--- src/rtl/endecoder_pkg.sv ---
// Shared types and constants for the endecoder stream driver and its environment.
package endecoder_pkg;

    localparam int unsigned NIBBLE_W = 4;
    localparam int unsigned BYTE_W   = 8;

    localparam logic MODE_ENC = 1'b0;
    localparam logic MODE_DEC = 1'b1;

    typedef enum logic [2:0] {
        ST_IDLE,
        ST_START_LO,
        ST_WAIT_LO,
        ST_START_HI,
        ST_WAIT_HI,
        ST_OUT
    } drv_state_e;

endpackage

--- src/rtl/endecoder_stream_driver_if.sv ---
// Byte stream, core handshake and status signals of the endecoder stream driver.
interface endecoder_stream_driver_if;
    import endecoder_pkg::*;

    logic [BYTE_W-1:0]   in_data_i;
    logic                in_valid_i;
    logic                in_ready_o;
    logic [NIBBLE_W-1:0] key_i;
    logic                mode_i;
    logic [NIBBLE_W-1:0] core_code_o;
    logic [NIBBLE_W-1:0] core_key_o;
    logic                core_mode_o;
    logic                core_start_o;
    logic [NIBBLE_W-1:0] core_code_i;
    logic                core_done_i;
    logic [BYTE_W-1:0]   out_data_o;
    logic                out_valid_o;
    logic                out_ready_i;
    logic                err_o;

    // Driver side
    modport slave (
        input  in_data_i, in_valid_i, key_i, mode_i, core_code_i, core_done_i, out_ready_i,
        output in_ready_o, core_code_o, core_key_o, core_mode_o, core_start_o,
        output out_data_o, out_valid_o, err_o
    );

    // Environment side: byte source/sink and the core
    modport master (
        output in_data_i, in_valid_i, key_i, mode_i, core_code_i, core_done_i, out_ready_i,
        input  in_ready_o, core_code_o, core_key_o, core_mode_o, core_start_o,
        input  out_data_o, out_valid_o, err_o
    );

endinterface

--- src/rtl/endecoder_watchdog.sv ---
// Per-nibble watchdog: cleared on each start, counts WAIT cycles without done.
module endecoder_watchdog #(
    parameter int unsigned TIMEOUT_CYCLES = 64,
    parameter int unsigned CNT_W          = 8
) (
    input  logic clk_i,
    input  logic rst_i,
    input  logic clr_i,
    input  logic en_i,
    output logic expired_c
);

    logic [CNT_W-1:0] r_cnt;

    always_ff @(posedge clk_i) begin
        if (rst_i || clr_i) begin
            r_cnt <= '0;
        end else if (en_i) begin
            r_cnt <= r_cnt + CNT_W'(1);
        end
    end

    // Fires in the cycle whose increment lands the count on TIMEOUT_CYCLES-1
    assign expired_c = en_i && (r_cnt == CNT_W'(TIMEOUT_CYCLES - 2));

endmodule

--- src/rtl/endecoder_stream_driver.sv ---
// Splits each input byte into two nibbles, runs each through the core via start/done,
// and reassembles the results into an output byte; a watchdog aborts a stuck core.
module endecoder_stream_driver
    import endecoder_pkg::*;
#(
    parameter int unsigned TIMEOUT_CYCLES = 64,
    parameter int unsigned CNT_W          = 8
) (
    input logic                      clk_i,
    input logic                      rst_i,
    endecoder_stream_driver_if.slave bus
);

    drv_state_e          r_state;
    drv_state_e          w_next_state;
    logic [NIBBLE_W-1:0] r_hi_nib;
    logic [NIBBLE_W-1:0] r_lo_res;
    logic                r_in_ready;
    logic [NIBBLE_W-1:0] r_core_code;
    logic [NIBBLE_W-1:0] r_core_key;
    logic                r_core_mode;
    logic                r_core_start;
    logic [BYTE_W-1:0]   r_out_data;
    logic                r_out_valid;
    logic                r_err;

    logic                w_accept;
    logic                w_cap_lo;
    logic                w_cap_hi;
    logic                w_set_err;
    logic                w_wd_clr;
    logic                w_wd_en;
    logic                w_wd_expired;
    logic [NIBBLE_W-1:0] w_core_code;

    endecoder_watchdog #(
        .TIMEOUT_CYCLES (TIMEOUT_CYCLES),
        .CNT_W          (CNT_W)
    ) u_watchdog (
        .clk_i     (clk_i),
        .rst_i     (rst_i),
        .clr_i     (w_wd_clr),
        .en_i      (w_wd_en),
        .expired_c (w_wd_expired)
    );

    // Next state and datapath controls; done takes priority over watchdog expiry
    always_comb begin
        w_next_state = r_state;
        w_accept     = 1'b0;
        w_cap_lo     = 1'b0;
        w_cap_hi     = 1'b0;
        w_set_err    = 1'b0;
        w_wd_clr     = 1'b0;
        w_wd_en      = 1'b0;
        w_core_code  = r_core_code;
        case (r_state)
            ST_IDLE: begin
                if (bus.in_valid_i) begin
                    w_accept     = 1'b1;
                    w_core_code  = bus.in_data_i[NIBBLE_W-1:0];
                    w_next_state = ST_START_LO;
                end
            end
            ST_START_LO: begin
                w_wd_clr     = 1'b1;
                w_next_state = ST_WAIT_LO;
            end
            ST_WAIT_LO: begin
                w_wd_en = !bus.core_done_i;
                if (bus.core_done_i) begin
                    w_cap_lo     = 1'b1;
                    w_core_code  = r_hi_nib;
                    w_next_state = ST_START_HI;
                end else if (w_wd_expired) begin
                    w_set_err    = 1'b1;
                    w_next_state = ST_IDLE;
                end
            end
            ST_START_HI: begin
                w_wd_clr     = 1'b1;
                w_next_state = ST_WAIT_HI;
            end
            ST_WAIT_HI: begin
                w_wd_en = !bus.core_done_i;
                if (bus.core_done_i) begin
                    w_cap_hi     = 1'b1;
                    w_next_state = ST_OUT;
                end else if (w_wd_expired) begin
                    w_set_err    = 1'b1;
                    w_next_state = ST_IDLE;
                end
            end
            ST_OUT: begin
                if (bus.out_ready_i) begin
                    w_next_state = ST_IDLE;
                end
            end
            default: w_next_state = ST_IDLE;
        endcase
    end

    // State and registered outputs, the latter derived from the upcoming state
    always_ff @(posedge clk_i) begin
        if (rst_i) begin
            r_state      <= ST_IDLE;
            r_hi_nib     <= '0;
            r_lo_res     <= '0;
            r_in_ready   <= 1'b1;
            r_core_code  <= '0;
            r_core_key   <= '0;
            r_core_mode  <= 1'b0;
            r_core_start <= 1'b0;
            r_out_data   <= '0;
            r_out_valid  <= 1'b0;
            r_err        <= 1'b0;
        end else begin
            r_state      <= w_next_state;
            r_in_ready   <= (w_next_state == ST_IDLE);
            r_core_start <= (w_next_state == ST_START_LO) || (w_next_state == ST_START_HI);
            r_out_valid  <= (w_next_state == ST_OUT);
            r_core_code  <= w_core_code;
            r_err        <= r_err | w_set_err;
            if (w_accept) begin
                r_hi_nib    <= bus.in_data_i[BYTE_W-1:NIBBLE_W];
                r_core_key  <= bus.key_i;
                r_core_mode <= bus.mode_i;
            end
            if (w_cap_lo) begin
                r_lo_res <= bus.core_code_i;
            end
            if (w_cap_hi) begin
                r_out_data <= {bus.core_code_i, r_lo_res};
            end
        end
    end

    assign bus.in_ready_o   = r_in_ready;
    assign bus.core_code_o  = r_core_code;
    assign bus.core_key_o   = r_core_key;
    assign bus.core_mode_o  = r_core_mode;
    assign bus.core_start_o = r_core_start;
    assign bus.out_data_o   = r_out_data;
    assign bus.out_valid_o  = r_out_valid;
    assign bus.err_o        = r_err;

endmodule

--- src/flat_wrapper.sv ---
// flat-port wrapper written by rule: the top's interface ports become plain ports
module endecoder_stream_driver_flat import endecoder_pkg::*;
#(
    parameter int unsigned TIMEOUT_CYCLES = 64,
    parameter int unsigned CNT_W          = 8
)
  (clk_i, rst_i, bus_in_data_i, bus_in_valid_i, bus_key_i, bus_mode_i, bus_core_code_i, bus_core_done_i, bus_out_ready_i, bus_in_ready_o, bus_core_code_o, bus_core_key_o, bus_core_mode_o, bus_core_start_o, bus_out_data_o, bus_out_valid_o, bus_err_o);
  endecoder_stream_driver_if bus_i ();
  input logic clk_i;
  input logic rst_i;
  input wire logic [$bits(bus_i.in_data_i)-1:0] bus_in_data_i;
  input wire logic [$bits(bus_i.in_valid_i)-1:0] bus_in_valid_i;
  input wire logic [$bits(bus_i.key_i)-1:0] bus_key_i;
  input wire logic [$bits(bus_i.mode_i)-1:0] bus_mode_i;
  input wire logic [$bits(bus_i.core_code_i)-1:0] bus_core_code_i;
  input wire logic [$bits(bus_i.core_done_i)-1:0] bus_core_done_i;
  input wire logic [$bits(bus_i.out_ready_i)-1:0] bus_out_ready_i;
  output wire logic [$bits(bus_i.in_ready_o)-1:0] bus_in_ready_o;
  output wire logic [$bits(bus_i.core_code_o)-1:0] bus_core_code_o;
  output wire logic [$bits(bus_i.core_key_o)-1:0] bus_core_key_o;
  output wire logic [$bits(bus_i.core_mode_o)-1:0] bus_core_mode_o;
  output wire logic [$bits(bus_i.core_start_o)-1:0] bus_core_start_o;
  output wire logic [$bits(bus_i.out_data_o)-1:0] bus_out_data_o;
  output wire logic [$bits(bus_i.out_valid_o)-1:0] bus_out_valid_o;
  output wire logic [$bits(bus_i.err_o)-1:0] bus_err_o;
  assign bus_i.in_data_i = bus_in_data_i;
  assign bus_i.in_valid_i = bus_in_valid_i;
  assign bus_i.key_i = bus_key_i;
  assign bus_i.mode_i = bus_mode_i;
  assign bus_i.core_code_i = bus_core_code_i;
  assign bus_i.core_done_i = bus_core_done_i;
  assign bus_i.out_ready_i = bus_out_ready_i;
  assign bus_in_ready_o = bus_i.in_ready_o;
  assign bus_core_code_o = bus_i.core_code_o;
  assign bus_core_key_o = bus_i.core_key_o;
  assign bus_core_mode_o = bus_i.core_mode_o;
  assign bus_core_start_o = bus_i.core_start_o;
  assign bus_out_data_o = bus_i.out_data_o;
  assign bus_out_valid_o = bus_i.out_valid_o;
  assign bus_err_o = bus_i.err_o;
  endecoder_stream_driver #(.TIMEOUT_CYCLES(TIMEOUT_CYCLES), .CNT_W(CNT_W)) u_core (.clk_i(clk_i), .rst_i(rst_i), .bus(bus_i));
endmodule
--- config.mk ---
export PLATFORM = sky130hd
export DESIGN_NAME = endecoder_stream_driver_flat
export DESIGN_NICKNAME = d
export VERILOG_FILES = /design/src/rtl/endecoder_pkg.sv /design/src/rtl/endecoder_stream_driver_if.sv /design/src/rtl/endecoder_watchdog.sv /design/src/rtl/endecoder_stream_driver.sv /design/src/flat_wrapper.sv
export SDC_FILE = /design/constraint.sdc
export NUM_CORES = 1
export LEC_CHECK = 0
export CAP_MARGIN = 20
export CORE_MARGIN = 2
export CORE_UTILIZATION = 50
export CTS_BUF_LIST = sky130_fd_sc_hd__clkbuf_8
export CTS_CLUSTER_SIZE = 20
export DETAILED_ROUTE_END_ITERATION = 16
export HOLD_SLACK_MARGIN = 0.05
export PLACE_DENSITY = 0.82
export SLEW_MARGIN = 20
export SYNTH_ARGS = -nofsm -noshare
export SYNTH_HDL_FRONTEND = slang
export SYNTH_SLANG_ARGS = --single-unit
--- constraint.sdc ---
create_clock -name clk_i -period 1.85 [get_ports clk_i]
set_clock_uncertainty 0.05 [all_clocks]
set_input_delay 0.37 -clock clk_i [delete_from_list [all_inputs] [get_ports clk_i]]
set_output_delay 0.37 -clock clk_i [all_outputs]
set_load 0.01 [all_outputs]
==> results by stage <==
Outcome:
- The run finished with clean final reports.

Setup path:
- STA classifies the critical path startpoint as a flop.
- The critical path class is reg -> reg.
- The slack of the worst reg-to-reg path is 0.17 ns.
- The type of destination of the critical path is a flop.
- In this run the critical register-to-register path is launched from u_core.r_state[2].
- For the worst setup path, the data required time is 2.03 ns.
- Of all nets on the critical path, the largest fanout is 11.
- The reg-to-reg endpoint is u_core.bus.in_ready_o.
- The cell depth of the worst flop-to-flop path is 5.
- The arrival time reported for the critical path endpoint is 1.85 ns.

Drt:
- The count of TritonRoute iterations in the first routing pass is 4.
- The total routed wirelength is 3.51 mm.
- The count of vias placed by the detailed router is around 1400.
- The detailed router finished its first iteration with 40 violations.
- After detailed routing, the number of remaining DRC violations is 0.
- After detailed routing, the average wire length per cell comes to 12.5 µm.
- The post-detailed-route count of antenna-violating nets is 0.
- After detailed routing, the number of vias per cell comes to 5.01.

Logic synthesis:
- The net count of the mapped netlist is 210.
- After synthesis, the share of flip-flops with an asynchronous set or reset is 0%.
- The cell area that synthesis handed to floorplanning was about 1600 µm².
- In this run, distinct cell masters in the synthesized netlist total 34.
- The average footprint of a synthesized cell is between 8 and 9 µm².
- Counting every instance in the synthesized netlist gives 186.
- The most common flop cell mapped by yosys is dfxtp_1.
- The count of synthesis-stage warnings from yosys is 0.
- Counting flops and latches in the post-synthesis netlist gives 40.
- In this run, synthesis inferred 0 flip-flops with an integrated enable.
- For this run, the register share of the synthesized area comes to approximately half.

Clocking:
- After clock tree synthesis, the setup repair step added 0 buffers.
- The library cell used as clock root buffer is clkbuf_8.
- TritonCTS built the clock tree.
- The H-tree was split into 2 levels.
- In this run the deepest clock path goes through 2 buffers.
- After clock tree synthesis, the repair step resized 0 gates.
- The number of clock sinks seen by CTS is 40.
- Clock-pin slew was measured on the worst setup and hold paths at about 0.090 ns.
- The insertion delay of the later-clocked pin in the worst-skew pair is 0.30 ns.
- The total CTS buffers is 5.
- The quantity of hold-fixing buffers added after cts is 0.

STA:
- Across all setup checks in the final design, the least slack found is ~0.17 ns.
- Headroom to the max-slew limit came out at slightly below 70%.
- For the pin with the worst max-slew slack, the measured transition is roughly 0.46 ns.
- The number of failing hold endpoints at the final stage was 0.
- Setup violations remaining at the end of the flow were counted as 0.
- The summed negative setup slack over all endpoints is 0 ns.
- The number of pins exceeding their max-slew limit in the final report is 0.
- Setup repair after global routing left no endpoint under its margin.
- The maximum clock frequency is 0.596 GHz.
- The time the final worst path needs with I/O delays and setup is 1.68 ns.
- The ratio of final minimum period to clock period is 90.7%.

Global route:
- The first global-routing pass estimated roughly 5.8 mm of wire.
- For this run, global-route usage on met3 was measured as approximately 7.6%.
- The largest net degree at the start of global routing is 25.
- The layer with the highest usage after global routing is met2.
- The number of antenna violations at the first check in global routing is 0.
- The global routing met1 resource utilization is 27.5%.
- The met2 capacity usage during global routing is 31.6%.
- The via count of the first global-routing pass came to 1306.
- The all-layer global routing usage is 21.2%.
- Global routing finished with a remaining overflow of 0.

Min path:
- The min-delay analysis places its worst path in the category reg -> reg.
- The path with the worst hold slack has its endpoint at u_core.bus.out_data_o[1].
- The source of the worst hold timing path is u_core.bus.out_data_o[1].
- The instance count along the most critical hold path is 2.

Pwr:
- The power per cell area is 878 nW/µm².
- The leakage power is roughly 0.85 nW.
- The design draws 0.00199 W.
- The worst vdd rail ir drop is 0.796 mV.

Floorplan:
- The die is about 61 µm wide.
- The boundary pin count is 43.
- The placeable core region is approximately 3100 µm².
- The row count is 20.
- The floorplan step defined a die boundary enclosing approximately 3800 µm².
- The initial standard-cell utilization of the core is 53.1%.
- The die is 61.4 µm tall.

Final layout:
- At the end of the flow, the number of nets in the layout was 261.
- Fill cells in the final layout number 255.
- The fraction of final layout cells sized beyond drive strength 1 is between 10% and 20%.
- The area growth from synthesis to layout is 37.7%.
- The antenna diode count is 0.

Placed design:
- The half-perimeter wire length of the detailed placement result is 2.53 mm.
- Before CTS, the worst setup slack after placement is -0.0479 ns.
- During placement, the flow inserted port buffers numbering 42.
- The congestion estimate from routability-driven global placement came to 0.845.

Run:
- Across the run, the number of max-cap violations was 0.
==> worst max path at each step <==
stage / end / startpoint / slack, ns / depth (start not counted)
finish: u_core.bus.in_ready_o / u_core.r_state[2] / 0.17 / 5
global route: u_core.bus.in_ready_o / u_core.r_state[2] / 0.02 / 5
CTS: u_core.bus.in_ready_o / u_core.u_watchdog.r_cnt[0] / 0.16 / 7
detailed placement: u_core.bus.in_ready_o / bus_core_done_i / -0.05 / 6
global placement: u_core.bus.in_ready_o / bus_core_done_i / 0.01 / 6
floorplan: u_core.bus.in_ready_o / u_core.u_watchdog.r_cnt[0] / 0.38 / 7
==> cells in the mapped netlist (all sizes together) (4+ instances only) <==
cell type	count	area, µm²
mux2i	4	40.0
a211oi	6	50.1
nor3b	4	41.3
nor3	4	41.3
nand2	47	181
and2	4	26.3
nand3	5	30.0
a21oi	23	115
xor2	6	52.6
dfxtp	40	801
nor2	17	71.3
buf	4	27.5
==> worst max-delay path, cell delays in order, from the launching register on <==
cell and delay, ns:
dfxtp_1 0.60, xnor2_1 0.22, nand4b_4 0.23, a32oi_1 0.31, nor2_1 0.10, nor3_2 0.10
==> kinds of logic (layout without fill, tap and decap cells) <==
kind of cell               Yosys count  after routing  synth area share (%)
muxes                                4              4                  2.43
AOI/OAI and AO/OA                   33             33                  11.9
DFF                                 40             40                  48.6
and+or+nand+nor                     89             89                  28.2
xor gates and xnor gates             8              8                  4.26
buffers and inverters               10             62                  3.04
adders and majority gates            2              2                  1.52
==> stage by stage <==
| step | hold WS, ns | std cells | cell area, µm² | util (%) |
|---|---|---|---|---|
| 6_report | 0.408 | 282 | 2270 | 73.1 |
| 5_1_grt | 0.427 | 282 | 2270 | 73.1 |
| 3_3_place_gp | 0.392 | 274 | 2150 | 69.3 |
| 3_5_place_dp | 0.398 | 274 | 2150 | 69.3 |
| 4_1_cts | 0.410 | 282 | 2270 | 73.1 |
| 2_1_floorplan | 0.382 | 186 | 1650 | - |
==> registers in the layout, indices dropped and copies added, names as in the netlist, 3 cells and up <==
register and flops:
u_core.bus.core_code_o 4, u_core.bus.core_key_o 4, u_core.bus.out_data_o 8, u_core.r_hi_nib 4, u_core.r_lo_res 4, u_core.r_state 3, u_core.u_watchdog.r_cnt 8
==> cells in the final DEF (no fill, tap or decap), drive strengths merged, types with 4 or more instances in the layout <==
master         count
a211oi             6
a21oi             23
and2               4
buf                9
clkbuf             5
clkdlybuf4s50     42
dfxtp             40
mux2i              4
nand2             47
nand3              5
nor2              17
nor3               4
nor3b              4
xor2               6
==> area by class of cell <==
cell class | count | area (µm²) | share of cell area, %
well taps | 44 | 55.1 | 2.43
clock buffers | 5 | 68.8 | 3.04
multi-input cells | 136 | 796 | 35.1
clock inverters | 3 | 47.5 | 2.10
inverters | 3 | 11.3 | 0.497
repair buffers | 51 | 488 | 21.5
flip-flops and latches | 40 | 801 | 35.3
==> per-layer routing <==
| metal | vias up | share of wire [%] | routed length [µm] |
|---|---|---|---|
| met2 | 37 | 45 | 1560 |
| li1 | 728 | - | - |
| met5 | - | 0 | 0 |
| met4 | 0 | 2.5 | 89 |
| met1 | 642 | 47 | 1650 |
| met3 | 6 | 5.9 | 206 |
==> power breakdown <==
| part | switching [W] | internal, W | leakage [nW] |
|---|---|---|---|
| Combinational | 0.000144 | 0.000170 | 0.466 |
| Clock | 0.000324 | 0.000406 | 0.0583 |
| Sequential | 0.0000389 | 0.000908 | 0.326 |
(Power assumes the default switching activity.)
